## src/rtl/acds_pkg.sv

```systemverilog
// ----------------------------------------------------------------------------
// acds_pkg
//  Shared types and constants for the ACDS precharged wired-OR lane driver.
//  Contents:
//   ACDS_LANES   default number of bus lanes (12)
//   ACDS_LANE_W  width of a lane index (4 bits, addresses up to 16 lanes)
//   lane_t       lane index type
//   drv_state_e  driver phase FSM states {IDLE, PRE, EVAL}
//   acds_word_t  default {lane, data} word for the one-byte-per-lane build
// ----------------------------------------------------------------------------
package acds_pkg;

    localparam int ACDS_LANES  = 12;
    localparam int ACDS_LANE_W = 4;

    typedef logic [ACDS_LANE_W-1:0] lane_t;

    typedef enum logic [1:0] {
        IDLE = 2'd0,
        PRE  = 2'd1,
        EVAL = 2'd2
    } drv_state_e;

    typedef struct packed {
        lane_t      lane;
        logic [7:0] data;
    } acds_word_t;

endpackage

```

## src/rtl/acds_drv_fifo.sv

```systemverilog
// ----------------------------------------------------------------------------
// acds_drv_fifo
//  Synchronous FIFO of {lane, data} words feeding the lane driver.
//  The stored type is a parameter so the top can widen the data field.
//  Ports:
//   clk          clock, all updates on posedge
//   rst          asynchronous active-high reset (empties the FIFO)
//   push_i       write push_word_i (ignored when full)
//   push_word_i  word to store
//   pop_i        drop the head word (ignored when empty)
//   pop_word_o   current head word (valid while !empty_o)
//   full_o       DEPTH words stored
//   empty_o      no words stored
//   count_o      number of stored words, log2(DEPTH)+1 bits
// ----------------------------------------------------------------------------
module acds_drv_fifo
    import acds_pkg::*;
#(
    parameter type word_t = acds_word_t,
    parameter int  DEPTH  = 4
) (
    input  logic                   clk,
    input  logic                   rst,
    input  logic                   push_i,
    input  word_t                  push_word_i,
    input  logic                   pop_i,
    output word_t                  pop_word_o,
    output logic                   full_o,
    output logic                   empty_o,
    output logic [$clog2(DEPTH):0] count_o
);

    localparam int AW = $clog2(DEPTH);

    word_t          mem [DEPTH];
    logic [AW-1:0]  wr_ptr_q;
    logic [AW-1:0]  rd_ptr_q;
    logic [AW:0]    count_q;
    logic           push_ok;
    logic           pop_ok;

    assign full_o     = (count_q == (AW+1)'(DEPTH));
    assign empty_o    = (count_q == '0);
    assign count_o    = count_q;
    assign pop_word_o = mem[rd_ptr_q];

    assign push_ok = push_i && !full_o;
    assign pop_ok  = pop_i && !empty_o;

    // NOTE: the storage array has no reset; the pointers and count define which
    // entries are meaningful, and leaving the array unreset lets it map to RAM.
    always_ff @(posedge clk) begin
        if (push_ok) begin
            mem[wr_ptr_q] <= push_word_i;
        end
    end

    // NOTE: sequential state is always assigned with <= so every flop samples
    // the pre-edge values regardless of statement order.
    always_ff @(posedge clk or posedge rst) begin
        if (rst) begin
            wr_ptr_q <= '0;
            rd_ptr_q <= '0;
            count_q  <= '0;
        end else begin
            // Power-of-two depth: pointers wrap by natural overflow.
            if (push_ok) wr_ptr_q <= wr_ptr_q + AW'(1);
            if (pop_ok)  rd_ptr_q <= rd_ptr_q + AW'(1);
            unique case ({push_ok, pop_ok})
                2'b10:   count_q <= count_q + (AW+1)'(1);
                2'b01:   count_q <= count_q - (AW+1)'(1);
                default: count_q <= count_q;
            endcase
        end
    end

endmodule

```

## src/rtl/acds_lane_driver.sv

```systemverilog
// ----------------------------------------------------------------------------
// acds_lane_driver
//  Transmit end of the ACDS precharged wired-OR lane bus. Buffers {lane, data}
//  words, sequences precharge/evaluate phases and drives one word per
//  evaluate window onto its lane.
//  Ports:
//   clkPHASE    clock, all updates on posedge
//   rst         asynchronous active-high reset
//   in_valid    producer word valid
//   in_ready    FIFO not full (does not look at a same-cycle pop)
//   in_lane     target lane
//   in_data     word to drive
//   bus_pre     precharge requested (IDLE and PRE)
//   bus_eval    evaluate window
//   bus_drv_en  one-hot lane drive enable, only during EVAL
//   bus_drv_d   drive data, zero on non-enabled lanes
//   bus_rd      resolved bus value, readback only
//   err_lane    1-clk pulse after a word for a bad lane was dropped
//   contend     1-clk pulse after a readback mismatch
//  Build option:
//   ACDS_DRV_READBACK_EN  enables the readback contention check; when not
//                         defined bus_rd is ignored and contend is tied low.
// ----------------------------------------------------------------------------
module acds_lane_driver
    import acds_pkg::*;
#(
    parameter int               WIDTH      = 1,
    parameter int               LANES      = ACDS_LANES,
    parameter logic [LANES-1:0] LANE_MASK  = {LANES{1'b1}},
    parameter int               PRE_CYC    = 1,
    parameter int               EVAL_CYC   = 1,
    parameter int               FIFO_DEPTH = 4
) (
    input  logic                     clkPHASE,
    input  logic                     rst,
    input  logic                     in_valid,
    output logic                     in_ready,
    input  logic [ACDS_LANE_W-1:0]   in_lane,
    input  logic [WIDTH*8-1:0]       in_data,
    output logic                     bus_pre,
    output logic                     bus_eval,
    output logic [LANES-1:0]         bus_drv_en,
    output logic [LANES*WIDTH*8-1:0] bus_drv_d,
    input  logic [LANES*WIDTH*8-1:0] bus_rd,
    output logic                     err_lane,
    output logic                     contend
);

    localparam int DW         = WIDTH * 8;
    localparam int BUS_W      = LANES * DW;
    localparam int LANE_SPACE = 1 << ACDS_LANE_W;
    localparam int CYC_MAX    = (PRE_CYC > EVAL_CYC) ? PRE_CYC : EVAL_CYC;
    localparam int CNT_W      = (CYC_MAX > 1) ? $clog2(CYC_MAX) : 1;

    // Lane-valid map over the whole index space: entries at or above LANES
    // are zero, so one lookup covers both the range and the mask test.
    localparam logic [LANE_SPACE-1:0] LANE_OK_MAP = LANE_SPACE'(LANE_MASK);

    // The phase counter holds the clocks remaining after the current one.
    localparam logic [CNT_W-1:0] PRE_LOAD  = CNT_W'(PRE_CYC - 1);
    localparam logic [CNT_W-1:0] EVAL_LOAD = CNT_W'(EVAL_CYC - 1);

    typedef struct packed {
        lane_t         lane;
        logic [DW-1:0] data;
    } word_t;

    drv_state_e                  state_q, state_d;
    logic [CNT_W-1:0]            cnt_q, cnt_d;
    logic [LANES-1:0]            drv_en_q, drv_en_d;
    logic [BUS_W-1:0]            drv_d_q, drv_d_d;
    logic                        err_lane_q;

    word_t                       push_word;
    word_t                       head_word;
    logic                        fifo_full;
    logic                        fifo_empty;
    logic [$clog2(FIFO_DEPTH):0] unused_fifo_count;
    logic                        accept;
    logic                        lane_ok;
    logic                        push_en;
    logic                        pop_en;
    logic                        eval_last;

    // ------------------------------------------------------------------
    // Input port and bad-lane filter
    // ------------------------------------------------------------------
    assign in_ready  = !fifo_full;
    assign accept    = in_valid && in_ready;
    assign lane_ok   = LANE_OK_MAP[in_lane];
    // Bad-lane words are still accepted (handshake completes) but not stored.
    assign push_en   = accept && lane_ok;
    assign push_word = {in_lane, in_data};

    acds_drv_fifo #(
        .word_t (word_t),
        .DEPTH  (FIFO_DEPTH)
    ) u_fifo (
        .clk         (clkPHASE),
        .rst         (rst),
        .push_i      (push_en),
        .push_word_i (push_word),
        .pop_i       (pop_en),
        .pop_word_o  (head_word),
        .full_o      (fifo_full),
        .empty_o     (fifo_empty),
        .count_o     (unused_fifo_count)
    );

    // ------------------------------------------------------------------
    // Phase FSM: state register
    // ------------------------------------------------------------------
    always_ff @(posedge clkPHASE or posedge rst) begin
        if (rst) begin
            state_q <= IDLE;
            cnt_q   <= '0;
        end else begin
            state_q <= state_d;
            cnt_q   <= cnt_d;
        end
    end

    // ------------------------------------------------------------------
    // Phase FSM: next state
    // ------------------------------------------------------------------
    always_comb begin : fsm_next
        // NOTE: every output of a combinational block gets a default before any
        // branch, so no path leaves it unassigned and no latch is inferred.
        state_d = state_q;
        cnt_d   = cnt_q;
        pop_en  = 1'b0;
        unique case (state_q)
            IDLE: begin
                if (!fifo_empty) begin
                    state_d = PRE;
                    cnt_d   = PRE_LOAD;
                end
            end
            PRE: begin
                if (cnt_q == '0) begin
                    // The head word moves into the drive registers on this edge.
                    state_d = EVAL;
                    cnt_d   = EVAL_LOAD;
                    pop_en  = 1'b1;
                end else begin
                    cnt_d = cnt_q - CNT_W'(1);
                end
            end
            EVAL: begin
                if (cnt_q == '0) begin
                    state_d = fifo_empty ? IDLE : PRE;
                    cnt_d   = PRE_LOAD;
                end else begin
                    cnt_d = cnt_q - CNT_W'(1);
                end
            end
            default: begin
                state_d = IDLE;
                cnt_d   = '0;
            end
        endcase
    end

    // ------------------------------------------------------------------
    // Phase FSM: outputs
    // ------------------------------------------------------------------
    always_comb begin : fsm_out
        bus_pre   = 1'b1;
        bus_eval  = 1'b0;
        eval_last = 1'b0;
        if (state_q == EVAL) begin
            bus_pre   = 1'b0;
            bus_eval  = 1'b1;
            eval_last = (cnt_q == '0);
        end
    end

    // ------------------------------------------------------------------
    // Drive registers: loaded one-hot on the PRE->EVAL edge, cleared on
    // the EVAL exit edge, so drive is never visible outside EVAL.
    // ------------------------------------------------------------------
    always_comb begin : drive_next
        drv_en_d = drv_en_q;
        drv_d_d  = drv_d_q;
        if (pop_en) begin
            drv_en_d = '0;
            drv_d_d  = '0;
            for (int l = 0; l < LANES; l++) begin
                if (head_word.lane == ACDS_LANE_W'(l)) begin
                    drv_en_d[l]         = 1'b1;
                    drv_d_d[l*DW +: DW] = head_word.data;
                end
            end
        end else if (eval_last) begin
            drv_en_d = '0;
            drv_d_d  = '0;
        end
    end

    always_ff @(posedge clkPHASE or posedge rst) begin
        if (rst) begin
            drv_en_q   <= '0;
            drv_d_q    <= '0;
            err_lane_q <= 1'b0;
        end else begin
            drv_en_q   <= drv_en_d;
            drv_d_q    <= drv_d_d;
            err_lane_q <= accept && !lane_ok;
        end
    end

    assign bus_drv_en = drv_en_q;
    assign bus_drv_d  = drv_d_q;
    assign err_lane   = err_lane_q;

    // ------------------------------------------------------------------
    // Readback contention check
    // ------------------------------------------------------------------
`ifdef ACDS_DRV_READBACK_EN
    logic [BUS_W-1:0] lane_bits;
    logic             contend_d;
    logic             contend_q;

    // Restrict the compare to the bits of the lane currently driven.
    always_comb begin : readback_mask
        lane_bits = '0;
        for (int l = 0; l < LANES; l++) begin
            lane_bits[l*DW +: DW] = {DW{drv_en_q[l]}};
        end
    end

    // A wired-OR bus can only add ones: any bit read high that this driver
    // did not drive means another driver is active on the lane.
    assign contend_d = eval_last && (|(bus_rd & lane_bits & ~drv_d_q));

    always_ff @(posedge clkPHASE or posedge rst) begin
        if (rst) begin
            contend_q <= 1'b0;
        end else begin
            contend_q <= contend_d;
        end
    end

    assign contend = contend_q;
`else
    logic unused_bus_rd;

    assign unused_bus_rd = ^bus_rd;
    assign contend       = 1'b0;
`endif

endmodule
```

## config.mk

```make
export PLATFORM = sky130hd
export DESIGN_NAME = acds_lane_driver
export DESIGN_NICKNAME = d
export VERILOG_FILES = /design/src/rtl/acds_pkg.sv /design/src/rtl/acds_drv_fifo.sv /design/src/rtl/acds_lane_driver.sv
export SDC_FILE = /design/constraint.sdc
export NUM_CORES = 1
export LEC_CHECK = 0
export ABC_AREA = 1
export CAP_MARGIN = 0
export CORE_ASPECT_RATIO = 0.9
export CORE_MARGIN = 10
export CORE_UTILIZATION = 38
export DETAILED_ROUTE_END_ITERATION = 12
export PLACE_DENSITY = 0.66
export SLEW_MARGIN = 20
export SYNTH_ARGS = -nofsm -noshare
export SYNTH_HDL_FRONTEND = slang
export SYNTH_HIERARCHICAL = 1
export SYNTH_SLANG_ARGS = --single-unit
```

## constraint.sdc

```tcl
create_clock -name clkPHASE -period 4.85 [get_ports clkPHASE]
set_input_delay 0.97 -clock clkPHASE [delete_from_list [all_inputs] [get_ports clkPHASE]]
set_output_delay 0.97 -clock clkPHASE [all_outputs]
set_load 0.05 [all_outputs]
```

## Word-level counts from Yosys, hierarchy flattened

Memory sizes are Yosys's and may differ from the RTL's.
Index checks and enable logic that the tools add are counted.

| word-level totals | value |
|---|---|
| register bits | 119 |
| RAM bits | 48 |
| ROM bits | 16 |
| bits of input ports | 111 |
| logic and storage cells | 96 |
| memories | 2 |

Memory list:

| name | words | width | read ports | clocked after memory_dff | wr ports | line | RTL |
|---|---|---|---|---|---|---|---|
| u_fifo.mem | 4 | 12 | 1 | 0 | 1 | acds_drv_fifo.sv:35 | `word_t mem [DEPTH];` |
| (no name shown) | 16 | 1 | 1 | 0 | 0 | acds_lane_driver.sv:90 | `assign lane_ok = LANE_OK_MAP[in_lane];` |

| cells by class | value |
|---|---|
| add/sub/neg operators | 5 |
| $lt $le $gt $ge | 1 |
| equality and inequality tests | 19 |
| muxes and demuxes | 45 |
| bitwise gates (word level) | 1 |
| reduce and logical (&&, ||, !) cells | 15 |

Operator list:

| kind | count |
|---|---|
| two-way mux 96 bit | 2 |
| two-way mux 8 bit | 12 |
| two-way mux 12 bit | 2 |
| two-way mux 1 bit | 23 |
| equality test 4 x 3 -> 1 bit (second input constant) | 4 |
| equality test 4 bit (second input constant) | 4 |
| equality test 4 x 2 -> 1 bit (second input constant) | 2 |
| two-way mux 2 bit | 3 |
| inequality test 2 bit (second input constant) | 3 |
| case mux 2 bit (3 select lines) | 1 |
| case mux 3 bit (2 select lines) | 1 |
| logical AND 1 bit | 5 |
| < comparator 4 x 5 -> 1 bit (second input constant) | 1 |
| adder 2 x 1 -> 2 bit (second input constant) | 2 |
| equality test 2 x 1 -> 1 bit (second input constant) | 2 |
| equality test 2 bit (second input constant) | 2 |
| equality test 4 x 1 -> 1 bit (second input constant) | 1 |
| logical NOT 4 bit | 1 |
| nonzero test 2 bit | 2 |
| adder 3 x 1 -> 3 bit (second input constant) | 1 |
| equality test 3 bit (second input constant) | 1 |
| logical NOT 1 bit | 3 |
| logical NOT 3 bit | 1 |
| AND reduction 3 bit | 1 |
| other kinds (6) | 6 |

## Longest topological paths before layout

Gate-level depths: netlist (run 1).

| depth | value |
|---|---|
| word-level depth | 7 |
| gate-level depth with buffers | 14 |
| depth with buffers taken out | 14 |

## Modules after synthesis

Netlist (run 1), hierarchy kept.

By module, submodules not included:

| module | instances | cells an instance | area each (µm²) | sequential area each (µm²) |
|---|---|---|---|---|
| acds_lane_driver | 1 | 511 | 4,565.6 | 2,777.7 |
| acds_drv_fifo | 1 | 202 | 2,407.3 | 1,616.6 |

## Worst setup path before layout (run 1)

No wires, ideal clock.

| timing | value |
|---|---|
| kind | reg2out |
| start point | register state_q[0] |
| end point | output bus_pre |
| arrival | 1.308 ns |
| data required time | 3.880 ns |
| setup slack | 2.572 ns |
| cell stages (with the launch flop) | 4 |
| path buffers | 0 |
| cell sequence | dfrtp_1 > inv_1 > ha_1 > inv_1 |

| on the way | value |
|---|---|
| cells in the longest elaborated chain, start to end | 2 |

Ends and longest elaborated chain:

| what | line | RTL |
|---|---|---|
| from (decl) | acds_lane_driver.sv:68 | `drv_state_e state_q, state_d;` |
| from (signal assigned) | acds_lane_driver.sv:118 | `state_q <= state_d;` |
| equality test 2 bit | acds_lane_driver.sv:171 | `if (state_q == EVAL) begin` |
| two-way mux 1 bit | acds_lane_driver.sv:171 |  |
| to (decl) | acds_lane_driver.sv:40 | `output logic bus_pre,` |

Every way passes these cells.

## Worst setup path after layout (run 1)

Ends and elaborated chain as after synthesis.

==> summary.md, run 1 <==
| Metric | Value |
|---|---|
| Outcome | `finished, final reports clean` |
| Ant diodes | `0` |
| CTS tree | `done` |
| Layout cells sized above 1 | `around 8.2%` |
| CP dominant cell by count | `inv_1` |
| Ys Warns | `6` |
| Total of max-cap violations | `0` |
| Synth Instances | `roughly 710` |
| Worst hold slack | `0.476 ns` |
| Initial antenna violation count | `0` |
| Worst endpoint required time | `roughly 3.9 ns` |
| DP Wirelength | `roughly 12 mm` |
| I/O pin cnt | `between 200 and 250` |
| Drt drc | `0` |
| # clock sinks | `between 150 and 200` |
| FF-to-FF path depth | `7` |
| CTS Buf Count | `17` |
| Net count after synthesis | `about 830` |
| Setup Fix Bufs, Post-CTS | `0` |
| Final core utilization | `50.0%` |
| Relative slew margins | `approximately 29%` |
| Clock tree buffer depth | `2` |
| Pwr dens | `between 600 and 700 nW/um2` |
| Cell family with most CP delay | `buffers and inverters` |
| H-Tree Depth | `4` |
| Number of global-route vias before repair | `about 5000` |
| Fraction of registers with async set/reset | `a little under three quarters` |
| Clk_lat worst skew | `between 0.4 and 0.5 ns` |
| Worst clock skew | `0.0110 ns` |
| 1st-pass router iterations | `7` |
| Tcrit/Tclk final | `61.8%` |
| Crit path cell chain | `inv_1 > ha_1 > inv_1 > clkdlybuf4s50_1` |
| Grt total ovfl | `0` |
| Global-route wire length before repair | `a little under 30 mm` |
| Detailed Route WL | `~19 mm` |
| Crit-path max FO | `3` |
| Hold Crit Class | `flop to flop` |
| Max-slew violations | `0` |
| Setup TNS | `0 ns` |
| Main synth FF type | `dfrtp_1` |
| First DRT Iteration DRCs | `around 380` |
| Synth cell types | `24` |
| Post-CTS Hold Buffers | `0` |
| Post-synthesis sequential area ratio | `63.0%` |
| Endpoints failing hold | `0` |
| Hold path cells | `2` |
| CTS root buffer | `clkbuf_16` |
| Slowest CP cell | `clkdlybuf4s50_1` |
| Unrepaired setup endpoints after global routing | `false` |
| Row cnt | `46` |
| Starting Density | `between 30 and 40%` |
| CP Launch Type | `flop` |
| Setup violators final | `0` |
| Die ar. | `24200 um2` |
| Via/cell ratio | `around 5` |
| Synth Area per Inst | `9.78 um2` |
| P_leak | `0.00431 uW` |
| Mapped cell area | `6970 um2` |
| Via count | `approximately 5300` |
| Max frequency | `roughly 0.33 GHz` |
| Most common cell after layout, fill and taps aside | `nand2_1` |
| Worst slew pin tran | `1.07 ns` |
| CP bufs+invs | `3` |
| Crit end category | `primary output` |
| Cells resized by post-CTS repair | `0` |
| Max incr delay on CP | `around 0.8 ns` |
| Chip Height | `around 150 um` |
| Critical Path Stages | `4` |
| IO Port Bufs | `approximately 130` |
| Area Growth Syn to Fin | `27.8%` |
| GRT Overall Usage | `between 10% and 20%` |
| Critical setup path kind | `flop to primary output` |
| Clk slew on worst S/H paths | `about 0.060 ns` |
| Largest net degree at the start of global routing | `between 70 and 80` |
| Most frequent cells in the layout | `nand2_1, clkdlybuf4s50_1, dfrtp_1, nand3_1, edfxtp_1` |
| Routability Congestion | `around 0.72` |
| Core Footprint | `17800 um2` |
| VDD IR-drop max | `roughly 0.4 mV` |
| Data arrival time of the critical path | `between 2 and 2.5 ns` |
| Antenna Nets Post-Route | `0` |
| Die Wd | `~160 um` |
| Number of enable flip-flop cells after synthesis | `48` |
| Tmin final | `3.00 ns` |
| FF+latch count, synth | `roughly 170` |
| WL/cell | `roughly 18 um` |
| Post-layout nets | `~940` |
[final cells by class]
| cell class | instances | area [um2] |
|---|---|---|
| Sequential cell | 166 | 4390 |
| Clock inverter | 13 | 95.1 |
| Clock buffer | 19 | 458 |
| Inverter | 54 | 206 |
| Multi-Input combinational cell | 447 | 2140 |
| Fill cell | 1641 | 8930 |
| Timing Repair Buffer | 134 | 1320 |
| Tap cell | 240 | 300 |
[power breakdown]
part           internal [uW]  total, uW  switching [uW]
sequential              1660       1790             128
clock                    695       1260             566
combinational            518       2390            1870
total                   2870       5440            2570
[sequential cells by signal, indices dropped and copies added (netlist names)]
register / cells
u_fifo/count_o: 3
u_fifo/wr_ptr_q: 2
err_lane: 1
u_fifo/mem: 48
state_q: 2
u_fifo/rd_ptr_q: 2
bus_drv_d: 96
bus_drv_en: 12
[synthesized netlist by cell type, types with 9 or more instances]
| library cell | count | share of area (%) |
|---|---|---|
| o211ai_1 | 15 | 1.6 |
| o211ai_2 | 9 | 1.6 |
| nand3_1 | 82 | 5.9 |
| nand4_1 | 25 | 2.2 |
| nand2_1 | 284 | 15 |
| buf_2 | 20 | 1.4 |
| inv_2 | 9 | 0.48 |
| ha_1 | 9 | 1.6 |
| inv_1 | 45 | 2.4 |
| edfxtp_1 | 48 | 21 |
| dfrtp_1 | 118 | 42 |
[path summary, 6_finish.rpt]
path                                    start                 end  slack [ns]
min in group asynchronous                 rst  u_fifo/wr_ptr_q[1]        0.87
setup / recovery                   state_q[0]             bus_pre        1.85
hold / removal                  bus_drv_d[50]       bus_drv_d[50]        0.48
max in group asynchronous                 rst        bus_drv_d[2]        2.86
setup reg to reg           u_fifo/rd_ptr_q[0]       bus_drv_d[67]        2.26
hold reg to reg                 bus_drv_d[50]       bus_drv_d[50]        0.48
[worst reg2reg max path, stage by stage (launching register included)]
cell and delay [ns]:
dfrtp_1 0.40, inv_2 0.62, nand2_1 0.17, o211ai_2 0.10, nand2_1 0.16, nor2_4 0.75
nand4_1 0.19, nand2_1 0.13
[metrics by stage]
| step | setup slack [ns] | std cells | area (um2) | total power (uW) |
|---|---|---|---|---|
| final | 1.85 | 1073 | 8910 | 5440 |
| after detailed placement | 1.87 | 1041 | 8360 | 4230 |
| after CTS | 1.84 | 1073 | 8910 | 5490 |
| after floorplan | 0.949 | 713 | 6970 | 3490 |
| after global placement | 1.89 | 1041 | 8360 | 4200 |
| after global routing | 1.75 | 1073 | 8910 | 5760 |
[cells by family (layout without fill, tap and decap cells)]
kind of cell	Yosys count	count (layout)	synth area share, %
simple gates	407	407	25.0
flops	166	166	63.0
buf+inv	100	220	6.39
compound gates	28	28	3.52
fa+ha+maj	10	10	1.90
other cells	1	1	0.0538
xor+xnor	1	1	0.126
[per-layer routing]
metal	part of all wire, %	routed length [um]	GRT usage, %
met5	0	0	0
met4	0.99	187	3.56
met3	7.5	1430	4.99
met2	48	9040	25.1
met1	44	8290	20.2
No activity file was read; power rests on OpenSTA's default activity.
==> run 2: changes to the inputs <==
- clock period: 4.85 -> 2.87 ns (I/O delays scaled with it)
==> run 2 against run 1 <==
  * Clock skew fell by 0.0019 ns
  * Global-route usage grew 0.21 points
  * Non-clock buffer count increased by 16
  * Final area grew 2.3%
  * First-iteration DRC count up 6.1%
  * Core utilization is 1.1 points higher
  * Combinational power up 76%
==> summary.md, run 2 (same netlist as run 1, synthesis figures left out) <==
| Metric | Value |
|---|---|
| Die Wd | `163 um (unchanged)` |
| Final WS setup | `0.303 ns (was 1.85 ns)` |
| Critical setup path kind | `flop to primary output (unchanged)` |
| H-Tree Depth | `4 (unchanged)` |
| Slowest CP cell | `clkdlybuf4s50_1 (unchanged)` |
| Cell family with most CP delay | `buffers and inverters (unchanged)` |
| Max-slew violations | `0 (unchanged)` |
| FF-to-FF path depth | `9 (was 7)` |
| Max reg flops | `96 (unchanged)` |
| CP dominant cell by count | `inv_1 (unchanged)` |
| Row cnt | `46 (unchanged)` |
| Die ar. | `24200 um2 (unchanged)` |
| Drt drc | `0 (unchanged)` |
| Cells resized by post-CTS repair | `0 (unchanged)` |
| Antenna Nets Post-Route | `0 (unchanged)` |
| CTS Buf Count | `17 (unchanged)` |
| CTS tree | `done (unchanged)` |
| Area Growth Syn to Fin | `30.8% (was 27.8%)` |
| Setup Fix Bufs, Post-CTS | `0 (unchanged)` |
| Setup TNS | `0 ns (unchanged)` |
| Max incr delay on CP | `0.80 ns (about the same)` |
| Crit path cell chain | `inv_1 > ha_1 > inv_1 > clkdlybuf4s50_1 (unchanged)` |
| IO Port Bufs | `126 (unchanged)` |
| Tmin final | `2.57 ns` |
| Multi-input combinational cell area | `2130 um2 (was 2140 um2)` |
| CTS root buffer | `clkbuf_16 (unchanged)` |
| Layout cells sized above 1 | `9.89% (was 8.16%)` |
| Via/cell ratio | `4.76 (was 4.95)` |
| Ant diodes | `0 (unchanged)` |
| Most common cell after layout, fill and taps aside | `nand2_1 (unchanged)` |
| Tcrit/Tclk final | `around 89%` |
| Pwr dens | `1050 nW/um2 (was 610 nW/um2)` |
| Fillers | `1645 (was 1641)` |
| CP startpoint | `state_q[0] (unchanged)` |
| Critical Path Stages | `4 (unchanged)` |
| Starting Density | `39.1% (unchanged)` |
| P_leak | `0.00443 uW (was 0.00431 uW)` |
| Hold Crit Class | `input pin to asynchronous set/reset pin (was flop to flop)` |
| Worst slew pin tran | `0.808 ns (was 1.07 ns)` |
| Post-CTS Hold Buffers | `0 (unchanged)` |
| Chip Height | `149 um (unchanged)` |
| Crit-path max FO | `3 (unchanged)` |
| Max frequency | `roughly 0.39 GHz` |
| Crit end category | `primary output (unchanged)` |
| CP bufs+invs | `3 (unchanged)` |
| Routability Congestion | `0.757 (was 0.721)` |
| Data arrival time of the critical path | `1.99 ns (was 2.03 ns)` |
| GRT Overall Usage | `15.9% (was 15.7%)` |
| DP Wirelength | `11.8 mm (was 11.7 mm)` |
| Via count | `5180 (was 5307)` |
| Total of max-cap violations | `0 (unchanged)` |
| CP Launch Type | `flop (unchanged)` |
| R2r startpoint | `u_fifo/rd_ptr_q[1] (was u_fifo/rd_ptr_q[0])` |
| Clk slew on worst S/H paths | `0.06 ns (about the same)` |
| Outcome | `finished, final reports clean (unchanged)` |
| Endpoints failing hold | `0 (unchanged)` |
| Clk_lat worst skew | `0.43 ns (was 0.42 ns)` |
| Post-layout nets | `957 (was 941)` |
| First DRT Iteration DRCs | `398 (was 375)` |
| Total area of sequential cells | `4390 um2 (unchanged)` |
| Number of global-route vias before repair | `5173 (was 5006)` |
| I/O pin cnt | `224 (unchanged)` |
| Worst endpoint required time | `2.30 ns (was 3.88 ns)` |
| Most frequent cells in the layout | `nand2_1, clkdlybuf4s50_1, dfrtp_1, nand3_1, edfxtp_1 (unchanged)` |
| Relative slew margins | `46.1% (was 28.7%)` |
| # clock sinks | `166 (unchanged)` |
| Largest net degree at the start of global routing | `77 (was 76)` |
| WL/cell | `17.1 um (was 17.7 um)` |
| VDD IR-drop max | `0.709 mV (was 0.392 mV)` |
| 1st-pass router iterations | `5 (was 7)` |
| Clock tree buffer depth | `2 (unchanged)` |
| Initial antenna violation count | `0 (unchanged)` |
| Grt total ovfl | `0 (unchanged)` |
| Global-route wire length before repair | `29.7 mm (was 29.3 mm)` |
| Setup violators final | `0 (unchanged)` |
| Worst clock skew | `0.00913 ns (was 0.0110 ns)` |
| Unrepaired setup endpoints after global routing | `false (unchanged)` |
| Core Footprint | `17800 um2 (unchanged)` |
| Detailed Route WL | `18.6 mm (was 18.9 mm)` |
| Setup WS pre-CTS | `0.303 ns (was 1.87 ns)` |
run 2: metal layers:
layer | track usage (%) | share of wire [%] | vias up
li1 | - | - | 2561
met1 | 20.6 | 44 | 2439
met2 | 24.9 | 48 | 168
met3 | 5.82 | 7.6 | 12
met4 | 3.51 | 0.65 | 0
met5 | 0 | 0 | -
run 2: layout make-up:
type,instances,share of cell area (%)
Clock buffer,17,4.67
Clock inverter,15,2.09
Inverter,54,2.28
Multi-Input combinational cell,447,23.4
Sequential cell,166,48.2
Tap cell,240,3.29
Timing Repair Buffer,150,16.1
run 2: stage by stage:
stage,util (%),hold WS [ns],total power (uW),instances,area [um2]
2_1_floorplan,-,0.377,5900,713,6980
3_3_place_gp,47.7,0.462,7270,1057,8500
3_5_place_dp,47.7,0.465,7290,1057,8500
4_1_cts,51.1,0.458,9710,1089,9120
5_1_grt,51.1,0.465,10200,1089,9120
6_report,51.1,0.464,9610,1089,9120
run 2: report_power, final:
group,internal [uW],total (uW),switching (uW)
clock,1390,2400,1000
sequential,2800,3020,214
combinational,1050,4200,3150
run 2: final timing paths:
check | end | slack, ns
max | bus_pre | 0.30
min | u_fifo/count_o[0] | 0.46
max reg2reg | bus_drv_d[84] | 0.72
min reg2reg | bus_drv_d[48] | 0.48
max in group asynchronous | bus_drv_d[82] | 1.66
min in group clkPHASE | bus_drv_d[48] | 0.48
